**src/rtl/regfile_operand_stage.sv**
```systemverilog
// rtl/regfile_operand_stage.sv - register file with registered two-operand issue to the logic units
module regfile_operand_stage #(
    parameter int DATA_WIDTH = 32,
    parameter int ADDR_WIDTH = 5
) (
    input  logic                  clk,
    input  logic                  rst_n,
    input  logic                  rd_en,
    input  logic [ADDR_WIDTH-1:0] rs1_addr,
    input  logic [ADDR_WIDTH-1:0] rs2_addr,
    input  logic                  wr_en,
    input  logic [ADDR_WIDTH-1:0] wr_addr,
    input  logic [DATA_WIDTH-1:0] wr_data,
    output logic [DATA_WIDTH-1:0] reg_s1,
    output logic [DATA_WIDTH-1:0] reg_s2,
    output logic                  enable
);

    localparam int DEPTH = 1 << ADDR_WIDTH;

    // Entry 0 is never written and is masked on read, so it reduces to constant zero.
    logic [DATA_WIDTH-1:0] regs [DEPTH];

    logic                  wr_live;
    logic [DATA_WIDTH-1:0] s1_next;
    logic [DATA_WIDTH-1:0] s2_next;

    assign wr_live = wr_en && (wr_addr != '0);

    always_ff @(posedge clk or negedge rst_n) begin
        if (!rst_n) begin
            for (int i = 0; i < DEPTH; i++) begin
                regs[i] <= '0;
            end
        end else if (wr_live) begin
            regs[wr_addr] <= wr_data;
        end
    end

    // Forward write-back data to a same-cycle read so the operand never sees a stale value.
    always_comb begin
        s1_next = regs[rs1_addr];
        if (rs1_addr == '0) begin
            s1_next = '0;
        end else if (wr_live && (wr_addr == rs1_addr)) begin
            s1_next = wr_data;
        end
    end

    always_comb begin
        s2_next = regs[rs2_addr];
        if (rs2_addr == '0) begin
            s2_next = '0;
        end else if (wr_live && (wr_addr == rs2_addr)) begin
            s2_next = wr_data;
        end
    end

    always_ff @(posedge clk or negedge rst_n) begin
        if (!rst_n) begin
            reg_s1 <= '0;
            reg_s2 <= '0;
            enable <= 1'b0;
        end else begin
            enable <= rd_en;
            if (rd_en) begin
                reg_s1 <= s1_next;
                reg_s2 <= s2_next;
            end
        end
    end

endmodule

```
**config.mk**
```make
export PLATFORM = sky130hd
export DESIGN_NAME = regfile_operand_stage
export DESIGN_NICKNAME = d
export VERILOG_FILES = /design/src/rtl/regfile_operand_stage.sv
export SDC_FILE = /design/constraint.sdc
export NUM_CORES = 2
export LEC_CHECK = 0
export CAP_MARGIN = 30
export CORE_MARGIN = 5
export CORE_UTILIZATION = 48
export CTS_BUF_LIST = sky130_fd_sc_hd__clkbuf_16
export CTS_CLUSTER_DIAMETER = 150
export CTS_CLUSTER_SIZE = 8
export DETAILED_ROUTE_END_ITERATION = 8
export PLACE_DENSITY = 0.65
export SETUP_SLACK_MARGIN = 0.3
export SLEW_MARGIN = 20
export SYNTH_ARGS = -nofsm -noshare
export SYNTH_HDL_FRONTEND = slang
export SYNTH_SLANG_ARGS = --single-unit
```
**constraint.sdc**
```tcl
create_clock -name clk -period 3.45 [get_ports clk]
set_input_delay 0.69 -clock clk [delete_from_list [all_inputs] [get_ports clk]]
set_output_delay 0.69 -clock clk [all_outputs]
set_load 0.01 [all_outputs]
```
Word-level counts from Yosys, hierarchy flattened
Cells that the tools add are included.

word-level totals
  flip-flop bits (word level) = 1089
  input port bits = 51
  output and inout bits = 65
  word-level logic and storage cells = 64

cells by class
  magnitude comparators = 4
  equality and inequality tests = 2
  muxes and demuxes = 13
  bitwise logic cells = 3
  reductions and logical operators = 7

operator list
  kind                                                       number
  bitwise mux 1024 bit                                       1
  binary-select mux 32 bit (select 5 bit)                    2
  2-to-1 mux 32 bit                                          9
  demux 32 bit (select 5 bit)                                1
  greater-or-equal comparator 6 bit (second input constant)  3
  NOT 5 -> 6 bit                                             3
  equality test 5 bit                                        2
  zero test 5 bit                                            2
  < comparator 6 x 1 -> 1 bit (second input constant)        1
  nonzero test 5 bit                                         1
  logical AND 1 bit                                          4

Logic depth before layout (Yosys ltp)
  depth after elaboration = 6
  mapped depth = 8
  mapped depth without buffers = 4

Least setup slack after synthesis
No wires, ideal clock.

  kind = input to register
  start point = input rs2_addr[0]
  end point = register reg_s2[12]
  library setup time = 135 ps
  arrival time = 2342 ps
  required time = 3315 ps
  path slack = 973 ps
  stages = 8
  path buffers = 4
  path through = buf_2 > buf_6 > buf_6 > buf_2 > mux4_2 > a22o_1 > nor2_1 > o221ai_2

on the way
  cells in the longest elaborated chain, start to end = 6
  elaborated cells on any way between the ends = 9
  classes of those cells = 1 x eq/ne; 5 x mux; 1 x bitwise; 2 x reduce/logical

ends and longest elaborated chain
  what                                                  line  text
  start, declared                                       10    input logic [ADDR_WIDTH-1:0] rs2_addr,
  NOT 5 -> 6 bit (implied by the code)                  51    s2_next = regs[rs2_addr];
  binary-select mux 32 bit (select 5 bit)               51
  2-to-1 mux 32 bit (implied by the code) (2 in a row)  51
  2-to-1 mux 32 bit                                     54    end else if (wr_live && (wr_addr == rs2_addr)) begin
  2-to-1 mux 32 bit (*)                                 52    if (rs2_addr == '0) begin
  end signal, assigned                                  68    reg_s2 <= s2_next;
  end, declared                                         15    output logic [DATA_WIDTH-1:0] reg_s2,

Mark *: on every way between the ends. The rest lies on a longest branch, timed or not. The select of a mux whose other input is x is not followed.
A chain may end at the register's enable or synchronous reset.

Worst setup path in the final report
  start point = register reg_s2[10]
  end point = output reg_s2[10]

No word-level cell between the ends.

==> impl_metrics.py <==
metrics = {
    "synthesis": {
        "yosys-top-cells-count": "1,089 x dfrtp_1, 992 x mux2_2, 576 x mux4_2",
        "ys_types": 33,
        "ys_async_sr_fraction": 1.00,
        "synth_top_cells_by_area": "dfrtp_1 48%, mux4_2 23%, mux2_2 20%",
        "synth_top_area_share": 0.477,
        "syn-num-nets": 3666,
        "ys_ff_latch": 1089,
        "synth_most_common_cell": "dfrtp_1",
        "synth_area_leader_cell": "dfrtp_1",
        "syn_area_um2": 57100,
        "yosys_warnings": 0,
        "syn_area_per_cell_um2": 15.8,
        "synth_edf_count": 0,
        "yosysSeqAreaShare": 0.477,
        "postSynthCellCount": 3615,
        "synthFlopType": "dfrtp_1",
    },
    "detailed_routing": {
        "post-route-drc-count": 0,
        "wl_per_cell_um": 33.2,
        "vias": 35500,
        "routed_wl_um": 174000,
        "drt_iter0_drc": 3160,
        "drtPass1Iterations": 7,
        "antenna_left": 0,
        "via_per_inst": 6.80,
    },
    "global_routing": {
        "grt_antenna_before_repair": 6,
        "grt_max_degree": 130,
        "grt.overflow.total": 0,
        "use_met2": 0.438,
        "grt_pass1_vias": 37400,
        "met3_usage": 0.0715,
        "grt_util_all_layers": 0.278,
        "busiest_layer": "met2",
        "use_met1": 0.381,
        "grt_pass1_wl_um": 257000,
    },
    "setup_path": {
        "r2r_cells": 4,
        "worstPathCellList": "clkdlybuf4s50_1",
        "path_class": "flop to output port",
        "cp_num_buf_inv": 1,
        "critPathTopFamily": "buffers and inverters",
        "rrSetupSlack_ns": 1.69,
        "worstSetupEndpointType": "output port",
        "worstReg2RegStart": "regs[584]",
        "cp_slowest_cell": "clkdlybuf4s50_1",
        "cp.required_ns": 2.76,
        "cp_slowest_stage_delay_ns": 0.63,
        "cp_max_fo": 2,
        "cp-start-kind": "flop",
        "r2r-end": "reg_s1[8]",
        "arrival_ns": 1.88,
    },
    "finish": {
        "drive_above_1_share": 0.551,
        "nNetsFinal": 3722,
        "syn2layout_area_growth_pct": 14.3,
        "final.fill_count": 9338,
    },
    "placed_design": {
        "gp_congestion": 0.797,
        "dp_hpwl_um": 104000,
        "numPortBuffers": 115,
    },
    "timing": {
        "tns_ns": 0,
        "slew_headroom": 0.443,
        "hold_violations": 0,
        "hold_ws_ns": 0.394,
        "drv_slew": 0,
        "fmax_mhz": 389,
        "min_period_ns": 2.57,
        "setup_viol": 0,
        "clock_skew_ns": 0.0278,
        "period_share": 0.745,
        "rsz0062_at_grt": "no",
        "tightest_slew_ns": 0.835,
    },
    "cts": {
        "clock_latency_ns": 0.75,
        "htreeDepth": 4,
        "cts_buffers": 154,
        "clk_path_buf_depth": 3,
        "root_buffer": "clkbuf_16",
        "path_clk_slew_ns": 0.05,
        "cts_tree": "built",
        "clock-sinks": 1089,
        "cts-resized-gates": 0,
    },
    "run": {
        "maxCapViolCount": 0,
    },
    "status": {
        "status": "complete, no violations",
    },
    "floorplan": {
        "die-width_um": 355,
        "initial_utilization": 0.483,
        "dieArea_um2": 126000,
        "placementRows": 126,
        "dieHeight_um": 355,
        "core_area_um2": 118000,
        "io_pins": 116,
    },
    "worst_hold_path": {
        "holdPathEnd": "regs[997]",
        "hold_class": "flop to flop",
        "hold-path-cell-count": 0,
        "min-delay-start": "regs[997]",
    },
    "power": {
        "power_density_nw_per_um2": 593,
        "p_leak_nw": 27.6,
        "ir_drop_mv": 0.511,
    },
}
==> worst reg2reg max path: stages, from the launching register on <==
cell      delay (ns)
dfrtp_1         0.38
mux4_2          0.50
mux4_2          0.49
clkinv_1        0.10
o221ai_1        0.13
==> timing repair <==
item,4_1_cts,5_1_grt
setup buffers,0,0
endpoints found under the hold margin,18,0
hold buffers,1,0
==> cells in the final DEF (no fill, tap or decap), drive strengths merged <==
master,synthesis,routed
dfrtp,1089,1089
mux2,992,992
mux4,576,576
buf,205,220
clkbuf,220,157
a22o,128,128
clkdlybuf4s50,0,104
nor2,85,85
clkinv,64,73
nor2b,68,68
a41oi,64,64
o221ai,64,64
nand2,19,19
xor2,10,10
inv,1,6
nor3,4,4
nor3b,3,3
nand3b,3,3
or2,2,2
nand3,2,2
a2111oi,2,2
a21o,2,2
or4,2,2
o21ai,2,2
a211o,2,2
and2,2,2
o21a,2,2
diode,0,1
and3,1,1
or3,1,1
dlygate4sd3,0,1
==> worst max path at each step <==
stage	startpoint	end	cells past startpoint
after detailed placement	wr_addr[1]	reg_s1[1]	6
final	reg_s2[10]	reg_s2[10]	1
after CTS	reg_s2[10]	reg_s2[10]	1
after global routing	reg_s1[10]	reg_s1[10]	1
after floorplan	rs2_addr[0]	reg_s2[12]	8
after global placement	wr_addr[4]	regs[24]	5
==> flip-flops by register name, summed over array words and instances (netlist names) <==
signal,cells
reg_s1,32
regs,1024
reg_s2,32
enable,1
==> cell families after synthesis <==
kind of cell	count (synthesis)	share of synthesized area
DFF	1089	0.477
AOI/OAI and AO/OA	266	0.0434
buffers and inverters	490	0.0379
xor gates and xnor gates	10	0.00153
muxes	1568	0.423
and+or+nand+nor	192	0.0167
==> power breakdown <==
part	switching (mW)	total, mW	internal, mW
registers	1.85	17.1	15.3
logic	3.06	8.01	4.95
clock network	5.58	13.6	8.01
==> per-layer routing <==
| layer | share of wire | vias to the layer above |
|---|---|---|
| met2 | 0.47 | 1643 |
| li1 | - | 14100 |
| met1 | 0.40 | 19400 |
| met5 | 0 | - |
| met4 | 0.035 | 0 |
| met3 | 0.089 | 366 |
==> area by class of cell <==
type	count	area, um2	area share
multi-input combinational	2036	27900	0.428
sequential	1089	27300	0.418
clock buffer	157	3930	0.0602
timing repair buffer	325	3800	0.0582
tap	1536	1920	0.0295
inverter	65	244	0.00374
clock inverter	14	203	0.00311
antenna	1	2.50	0.0000383
==> through the flow <==
stage / cell area (um2) / setup WS (ns) / util / power, mW / cells
2_1_floorplan: 57100 / 0.973 / - / 22.4 / 3615
3_3_place_gp: 61000 / 0.370 / 0.517 / 24.9 / 5044
3_5_place_dp: 61100 / 0.308 / 0.518 / 25.3 / 5050
4_1_cts: 65300 / 0.852 / 0.553 / 39.0 / 5222
5_1_grt: 65300 / 0.802 / 0.553 / 40.3 / 5223
6_report: 65300 / 0.879 / 0.553 / 38.7 / 5223
Note: power is estimated with default switching activity, not from simulation.
